`src/rtl/booth_mul_seq_if.sv`:
```
// ----------------------------------------------------------------------------
// booth_mul_seq_if
// Request/result bundle between the datapath controller and the sequential
// Booth multiplier.
//
// Handshake: the controller raises start together with the operands; the
// multiplier accepts them on the first rising clk edge where start=1 and
// busy=0. From the cycle after acceptance, busy is high until the product is
// written. done then rises with hi/lo valid, and stays high until the next
// accepted start. start while busy=1 is ignored. Operands are only sampled
// on the accepting edge.
//
// Signals:
//   start         controller -> multiplier  request
//   multiplicand  controller -> multiplier  operand M (WIDTH bits)
//   multiplier    controller -> multiplier  operand Q (WIDTH bits)
//   uns           controller -> multiplier  unsigned select
//                                           (only with BOOTH_MUL_UNSIGNED_EN)
//   busy          multiplier -> controller  multiply in progress
//   done          multiplier -> controller  hi/lo hold a valid product
//   hi, lo        multiplier -> controller  product upper/lower words
// ----------------------------------------------------------------------------
interface booth_mul_seq_if #(
  parameter int WIDTH = 32
);
  logic             start;
  logic [WIDTH-1:0] multiplicand;
  logic [WIDTH-1:0] multiplier;
`ifdef BOOTH_MUL_UNSIGNED_EN
  logic             uns;
`endif
  logic             busy;
  logic             done;
  logic [WIDTH-1:0] hi;
  logic [WIDTH-1:0] lo;

`ifdef BOOTH_MUL_UNSIGNED_EN
  modport master (
    output start, multiplicand, multiplier, uns,
    input  busy, done, hi, lo
  );
  modport slave (
    input  start, multiplicand, multiplier, uns,
    output busy, done, hi, lo
  );
`else
  modport master (
    output start, multiplicand, multiplier,
    input  busy, done, hi, lo
  );
  modport slave (
    input  start, multiplicand, multiplier,
    output busy, done, hi, lo
  );
`endif
endinterface

```
`src/rtl/booth_mul_seq.sv`:
```
// ----------------------------------------------------------------------------
// booth_mul_seq
// Sequential radix-2 Booth signed multiplier, one Booth step per clock.
// The 2*WIDTH-bit product is returned as hi/lo words for the HI/LO pair.
//
// Ports:
//   clk        system clock, rising edge
//   clr        asynchronous active-low reset
//   bus        booth_mul_seq_if.slave: start/multiplicand/multiplier in,
//              busy/done/hi/lo out (see the interface for the handshake)
//   dbg_state  current FSM state (0 IDLE, 1 RUN, 2 DONE)
//
// Optional feature (macro BOOTH_MUL_UNSIGNED_EN): adds bus.uns. With uns=1
// both operands are zero-extended to WIDTH+1 bits and WIDTH+1 steps run;
// hi/lo carry the low 2*WIDTH bits of the unsigned product. Without the
// macro the block is signed only, latency WIDTH.
//
// Latency: start accepted at edge N -> done=1 and hi/lo valid after edge
// N+WIDTH (N+WIDTH+1 for unsigned). busy is high for exactly that many
// cycles. All outputs are registered.
// ----------------------------------------------------------------------------
module booth_mul_seq #(
  parameter int WIDTH = 32
) (
  input  logic           clk,
  input  logic           clr,
  booth_mul_seq_if.slave bus,
  output logic [1:0]     dbg_state
);

  localparam logic [1:0] ST_IDLE = 2'd0;
  localparam logic [1:0] ST_RUN  = 2'd1;
  localparam logic [1:0] ST_DONE = 2'd2;

  // Unsigned operation needs one extra multiplier bit (the zero sign bit)
  // and one extra Booth step.
`ifdef BOOTH_MUL_UNSIGNED_EN
  localparam int QW = WIDTH + 1;
`else
  localparam int QW = WIDTH;
`endif
  localparam int CW = $clog2(WIDTH + 2);

  logic [1:0]       state;
  logic [WIDTH:0]   acc;     // A, one bit wider than M so -2^(W-1) works
  logic [WIDTH:0]   mcand;   // M, extended to WIDTH+1 bits
  logic [QW-1:0]    q;
  logic             q_1;
  logic [CW-1:0]    count;
  logic             busy_r;
  logic             done_r;
  logic [WIDTH-1:0] hi_r;
  logic [WIDTH-1:0] lo_r;
`ifdef BOOTH_MUL_UNSIGNED_EN
  logic             uns_r;
`endif

  // One Booth step: conditional add/subtract, then arithmetic shift right
  // of {A,Q,q_1}.
  logic [WIDTH:0]   sum;
  logic [WIDTH:0]   acc_n;
  logic [QW-1:0]    q_n;
  logic             q1_n;

  always_comb begin
    sum = acc;
    case ({q[0], q_1})
      2'b01:   sum = acc + mcand;
      2'b10:   sum = acc - mcand;
      default: sum = acc;
    endcase
    acc_n = {sum[WIDTH], sum[WIDTH:1]};
    q_n   = {sum[0], q[QW-1:1]};
    q1_n  = q[0];
  end

  // Product location after the final step. On the signed path the product
  // is {A, top WIDTH bits of Q}: with the wide Q register the unused sign
  // bit loaded at start has shifted down to Q[0]. On the unsigned path the
  // full {A,Q} is the product, so the low word is Q[WIDTH-1:0] and the high
  // word picks up Q[WIDTH].
  logic [WIDTH-1:0] hi_n;
  logic [WIDTH-1:0] lo_n;

  always_comb begin
    hi_n = acc_n[WIDTH-1:0];
    lo_n = q_n[QW-1 -: WIDTH];
`ifdef BOOTH_MUL_UNSIGNED_EN
    if (uns_r) begin
      hi_n = {acc_n[WIDTH-2:0], q_n[WIDTH]};
      lo_n = q_n[WIDTH-1:0];
    end
`endif
  end

  always_ff @(posedge clk or negedge clr) begin
    if (!clr) begin
      state  <= ST_IDLE;
      acc    <= '0;
      mcand  <= '0;
      q      <= '0;
      q_1    <= 1'b0;
      count  <= '0;
      busy_r <= 1'b0;
      done_r <= 1'b0;
      hi_r   <= '0;
      lo_r   <= '0;
`ifdef BOOTH_MUL_UNSIGNED_EN
      uns_r  <= 1'b0;
`endif
    end else begin
      case (state)
        ST_IDLE, ST_DONE: begin
          if (bus.start) begin
            acc    <= '0;
            q_1    <= 1'b0;
            done_r <= 1'b0;
            busy_r <= 1'b1;
            state  <= ST_RUN;
`ifdef BOOTH_MUL_UNSIGNED_EN
            uns_r  <= bus.uns;
            if (bus.uns) begin
              mcand <= {1'b0, bus.multiplicand};
              q     <= {1'b0, bus.multiplier};
              count <= CW'(WIDTH + 1);
            end else begin
              mcand <= {bus.multiplicand[WIDTH-1], bus.multiplicand};
              q     <= {bus.multiplier[WIDTH-1], bus.multiplier};
              count <= CW'(WIDTH);
            end
`else
            mcand  <= {bus.multiplicand[WIDTH-1], bus.multiplicand};
            q      <= bus.multiplier;
            count  <= CW'(WIDTH);
`endif
          end
        end
        ST_RUN: begin
          acc   <= acc_n;
          q     <= q_n;
          q_1   <= q1_n;
          count <= count - CW'(1);
          // This edge performs the last step; publish its result directly.
          if (count == CW'(1)) begin
            state  <= ST_DONE;
            busy_r <= 1'b0;
            done_r <= 1'b1;
            hi_r   <= hi_n;
            lo_r   <= lo_n;
          end
        end
        default: state <= ST_IDLE;
      endcase
    end
  end

  assign bus.busy  = busy_r;
  assign bus.done  = done_r;
  assign bus.hi    = hi_r;
  assign bus.lo    = lo_r;
  assign dbg_state = state;

endmodule

```
`src/flat_wrapper.sv`:
```
// flat-port wrapper written by rule: the top's interface ports become plain ports
module booth_mul_seq_flat 
#(
  parameter int WIDTH = 32
)
  (clk, clr, dbg_state, bus_start, bus_multiplicand, bus_multiplier, bus_busy, bus_done, bus_hi, bus_lo);
  booth_mul_seq_if #(.WIDTH(WIDTH)) bus_i ();
  input  logic clk;
  input  logic clr;
  output logic [1:0] dbg_state;
  input wire logic [$bits(bus_i.start)-1:0] bus_start;
  input wire logic [$bits(bus_i.multiplicand)-1:0] bus_multiplicand;
  input wire logic [$bits(bus_i.multiplier)-1:0] bus_multiplier;
  output wire logic [$bits(bus_i.busy)-1:0] bus_busy;
  output wire logic [$bits(bus_i.done)-1:0] bus_done;
  output wire logic [$bits(bus_i.hi)-1:0] bus_hi;
  output wire logic [$bits(bus_i.lo)-1:0] bus_lo;
  assign bus_i.start = bus_start;
  assign bus_i.multiplicand = bus_multiplicand;
  assign bus_i.multiplier = bus_multiplier;
  assign bus_busy = bus_i.busy;
  assign bus_done = bus_i.done;
  assign bus_hi = bus_i.hi;
  assign bus_lo = bus_i.lo;
  booth_mul_seq #(.WIDTH(WIDTH)) u_core (.clk(clk), .clr(clr), .bus(bus_i), .dbg_state(dbg_state));
endmodule
```
`config.mk`:
```
export PLATFORM = sky130hd
export DESIGN_NAME = booth_mul_seq_flat
export DESIGN_NICKNAME = d
export VERILOG_FILES = /design/src/rtl/booth_mul_seq_if.sv /design/src/rtl/booth_mul_seq.sv /design/src/flat_wrapper.sv
export SDC_FILE = /design/constraint.sdc
export NUM_CORES = 1
export LEC_CHECK = 0
export CAP_MARGIN = 0
export CORE_UTILIZATION = 55
export DETAILED_ROUTE_END_ITERATION = 8
export GPL_TIMING_DRIVEN = 0
export PLACE_DENSITY_LB_ADDON = 0.3
export SKIP_CTS_REPAIR_TIMING = 1
export SLEW_MARGIN = 15
export SYNTH_ARGS = -nofsm -noshare
export SYNTH_HDL_FRONTEND = slang
export SYNTH_SLANG_ARGS = --single-unit
export TNS_END_PERCENT = 10
```
`constraint.sdc`:
```
create_clock -name clk -period 4.7 [get_ports clk]
set_input_delay 0.47 -clock clk [delete_from_list [all_inputs] [get_ports clk]]
set_output_delay 0.47 -clock clk [all_outputs]
set_load 0.01 [all_outputs]
```
* After elaboration in Yosys (flattened, before gate mapping)
Cells that the tools add are included.
** Operators by class
- Reductions and logical operators :: 8
- Add/sub/neg operators :: 3
- Equal/unequal tests :: 7
- Muxes and demuxes :: 17
** Operator list (count)
- $pmux W33 S2 :: 2
- $pmux W32 S2 :: 1
- $add A33 B33 Y33 :: 1
- $mux W33 :: 1
- $sub A33 B33 Y33 :: 1
- $mux W32 :: 1
- $pmux W6 S2 :: 1
- $reduce_and A2 Y1 :: 4
- $eq A6 B1 Y1 const B :: 1
- $mux W6 :: 1
- $pmux W1 S2 :: 3
- $sub A6 B1 Y6 const B :: 1
- $eq A2 B1 Y1 const B :: 2
- $eq A2 B2 Y1 const B :: 2
- $mux W1 :: 4
- $mux W2 :: 2
- $pmux W2 S2 :: 1
- $reduce_and A3 Y1 :: 1
- $logic_not A2 Y1 :: 1
- $ne A2 B1 Y1 const B :: 1
- $ne A2 B2 Y1 const B :: 1
- $reduce_bool A2 Y1 :: 1
- $reduce_or A2 Y1 :: 1
** Storage, ports and cells
- Logic and storage cells :: 45
- Input port bits :: 67
- Register bits after elaboration :: 172
- Output and inout port bits :: 68

* Logic depth before layout (Yosys ltp)
- Word-level depth :: 4
- Mapped depth :: 18
- Mapped depth without buffers :: 17

* Worst setup path after synthesis
No wires, ideal clock.
- Path kind :: reg-to-reg
- Start :: register u_core.mcand[3]
- End :: register u_core.acc[31]
- Data required time :: 4.573 ns
- Stages on the path, launching flop included :: 18
- Path buffers :: 1
- Library setup time :: 0.127 ns
- Arrival time :: 3.981 ns
- Setup slack :: 0.591 ns
- Period minus slack after synthesis :: 4.109 ns
- Cells stage by stage :: dfrtp_1 or4_4 nor4_4 nand2_1 nor4_1 nor2_1 xnor2_1 ha_1 clkbuf_1 a211oi_1 nand2_1 or3_1 o21a_1 o21ai_1 a211oi_1 or3_1 a211o_1 mux2i_1
** Between the ends
- Cells in the longest elaborated chain, start to end :: 3
- Elaborated cells between the ends (all ways) :: 4
- Those cells by class :: add/sub: 2; mux: 2
** Ends and longest elaborated chain
- from (decl) :: RTL line booth_mul_seq.sv:46 : logic [WIDTH:0] mcand;
- from (signal assigned) :: RTL line booth_mul_seq.sv:132 : mcand <= {bus.multiplicand[WIDTH-1], bus.multiplicand};
- $sub A33 B33 Y33 / $add A33 B33 Y33 (equally long branches) :: RTL line booth_mul_seq.sv:69, booth_mul_seq.sv:68
- $pmux W33 S2 (*) :: RTL line booth_mul_seq.sv:67 : case ({q[0], q_1})
- $pmux W33 S2 (*) :: RTL line booth_mul_seq.sv:112 : case (state)
- to (signal assigned) :: RTL line booth_mul_seq.sv:139 : acc <= acc_n;
- to (decl) :: RTL line booth_mul_seq.sv:45 : logic [WIDTH:0] acc;
Every way passes the cells marked *; elsewhere a longest branch is shown, timed or not.
A chain may end at the register's enable or synchronous reset.

* Worst setup path after layout
Ends and elaborated chain as after synthesis.

==> flow_summary.yaml <==
timing:
  hold_viol: 9
  worst_slack_ns: 0.0575
  post-route-min-period_ns: 4.64
  max_freq_mhz: 215
  min_period_over_period_pct: 98.8
  final-max-slew-violation-count: 0
  clock_skew_ns: 0.00594
  hold_slack_ns: -0.0163
  worst_pin_slew_ns: 0.914
  grt_setup_unrepaired: "yes"
  worst_slew_margin_rel_pct: 39.0
  final-setup-viol-count: 0
die:
  initial_utilization_pct: 56.2
  die_h_microns: 132
  die_x_microns: 132
  rows: 47
  coreArea_sq_um: 16500
  die_area_sq_um: 17400
  ios: 135
worst_setup_path:
  critPathLaunch: "u_core.mcand[3]"
  required_ns: 5.01
  cp.arrival_ns: 4.96
  r2r_cells: 16
  criticalPathCategory: "flop to flop"
  r2r-start: "u_core.mcand[3]"
  r2r_end: "u_core.acc[31]"
  cp-start-kind: "flop"
  crit_path_max_fanout: 5
  rrSetupSlack_ns: 0.06
  crit_end: "u_core.acc[31]"
  critical_path.endpoint_type: "flop"
clocking:
  cts_root_buffer: "clkbuf_16"
  clk_pin_slew_ns: 0.08
  clk_latency_ns: 0.44
  cts_tree: "built"
  clkSinkCount: 171
  cts_made_buffers: 17
  clock_path_buffers: 2
  cts.htree.levels: 4
outcome:
  violations: "negative hold slack"
  status: "complete, but fails checks"
worst_hold_path:
  min_path_type: "input pin to async pin"
routing:
  drtPass1Iterations: 6
  vias: 8438
  avgViaCountPerCell: 5.78
  drc: 0
  drtIter0Drc: 694
  antenna_left: 0
  wl_microns: 25500
  wl_per_cell_microns: 17.5
final_layout:
  area_growth_pct: 24.7
  antennaDiodeCount: 0
  most-common-layout-cells: "334 x nand2_1, 171 x dfrtp_1, 133 x clkdlybuf4s50_1"
  final_common_cell: "nand2_1"
  fillers: 1311
  final_cells: 1460
  final_core_util_pct: 70.1
  fin_nets: 1331
  drive_gt1_share_pct: 5.16
yosys:
  netlist_area_sq_um: 9290
  synth_nets: 1178
  yosys_warnings: 0
  yosys_register_bits: 171
  ys.flop_type: "dfrtp_1"
  synthArstFlopShare_pct: 100
  synth-seq-area-share_pct: 46.0
  synthDistinctLibCells: 58
  synth_cells: 1074
  avgSynthCellArea_sq_um: 8.65
  synth_edf_count: 0
placed_design:
  dp_hpwl_microns: 18100
  place_worst_setup_slack_ns: 0.0456
  dpl.cell_count: 1429
  routabilityCongestion: 0.926
  placement.io_buffers: 134
global_route:
  antenna_found_initial: 1
  grt_pass1_vias: 8102
  grt_pass1_wl_microns: 41800
  grt_max_degree: 99
  grt_overflow: 0
  grt_util_all_layers_pct: 30.9
run:
  cap_viol_max_count: 0
## worst min-delay path by stage
| stage | slack, ns | endpoint | depth (start not counted) | from |
|---|---|---|---|---|
| 5_1_grt | 0.03 | u_core.bus.lo[16] | 1 | clr |
| 4_1_cts | 0.003 | u_core.bus.lo[16] | 1 | clr |
| 6_report | -0.02 | u_core.bus.lo[16] | 1 | clr |
| 2_1_floorplan | 0.17 | u_core.acc[0] | 0 | clr |
| 3_3_place_gp | 0.46 | u_core.bus.lo[29] | 2 | u_core.bus.lo[29] |
| 3_5_place_dp | 0.46 | u_core.bus.lo[20] | 2 | u_core.bus.lo[20] |
## flip-flops by register name (all words and copies together), names as in the netlist
signal,cells
u_core.bus.lo,32
u_core.mcand,32
u_core.bus.busy,1
u_core.bus.hi,32
u_core.dbg_state,2
u_core.q,32
u_core.acc,32
u_core.bus.done,1
u_core.q_1,1
u_core.count,6
## through the flow
stage	area, sq um	TNS, ns	hold slack [ns]
final	11600	0	-0.0163
after global routing	11600	-0.324	0.0292
after CTS	11500	-0.0427	0.00341
after detailed placement	10900	0	0.462
after global placement	10900	-641.25	0.456
after floorplan	9290	0	0.174
## layout make-up
| class | count | area (sq um) | area share (%) |
|---|---|---|---|
| flip-flops and latches | 171 | 4280 | 36.9 |
| clock buffers | 17 | 425 | 3.67 |
| clock inverters | 15 | 178 | 1.53 |
| well taps | 220 | 275 | 2.37 |
| inverters | 19 | 71.3 | 0.615 |
| repair buffers | 135 | 1370 | 11.9 |
| plain buffers | 57 | 218 | 1.88 |
| multi-input cells | 826 | 4770 | 41.2 |
## synthesized netlist by cell type (2+ instances only)
master / number / share of area (%)
clkbuf_1: 47 / 1.9
a211o_1: 2 / 0.19
xnor2_1: 42 / 4.0
o31a_1: 3 / 0.28
mux2_2: 8 / 0.97
nor2b_1: 7 / 0.47
inv_1: 18 / 0.73
o21ai_0: 61 / 3.3
nand2_1: 334 / 13
mux2i_1: 9 / 0.97
a22oi_1: 32 / 2.6
and3_1: 8 / 0.54
or4_1: 2 / 0.16
a21o_1: 24 / 1.9
or3_1: 3 / 0.20
nor3_1: 14 / 0.75
buf_1: 11 / 0.44
or4_4: 2 / 0.24
o31ai_1: 8 / 0.65
nand4_1: 8 / 0.54
nand3_1: 9 / 0.48
nor3_4: 2 / 0.35
a22o_1: 16 / 1.5
nand2b_1: 8 / 0.54
xor2_1: 12 / 1.1
nor2_1: 55 / 2.2
a211oi_1: 7 / 0.57
dfrtp_1: 171 / 46
ha_1: 36 / 4.8
a31oi_1: 17 / 1.1
o21bai_1: 4 / 0.32
o21a_1: 6 / 0.48
nor4_1: 5 / 0.34
nand3b_1: 2 / 0.16
o21ai_1: 6 / 0.32
a21oi_1: 51 / 2.7
o211ai_1: 3 / 0.24
## worst max-delay path: stages (launching register included)
cell and delay [ns]:
dfrtp_1 0.44, or4_4 0.58, nor4_4 0.41, and3_2 0.32, nand2_1 0.13, nor3_2 0.29
a21oi_1 0.13, xnor2_1 0.16, ha_1 0.35, inv_1 0.15, o21bai_1 0.09, a21o_1 0.19
a21oi_1 0.25, a211oi_2 0.15, or3_1 0.42, a211o_1 0.33, mux2i_1 0.12
## cells by family (layout without fill, tap and decap cells)
group	count (synthesis)	in the layout	synth area share, %
fa+ha+maj	37	37	5.06
flops	171	171	46.0
xor+xnor	54	54	5.09
compound gates	251	251	17.4
simple gates	467	467	21.4
buf+inv	77	243	3.11
mux	17	17	1.94
## routing by layer
layer	part of all wire (%)	routed length, microns	GRT usage (%)
met1	46	11700	44.1
met2	44	11300	46.3
met3	7.5	1910	6.34
met4	2.7	697	12.0
met5	0	0	0
Power is not shown: default switching activity piles up to over one toggle a cycle in this logic, so the estimate is an artifact.
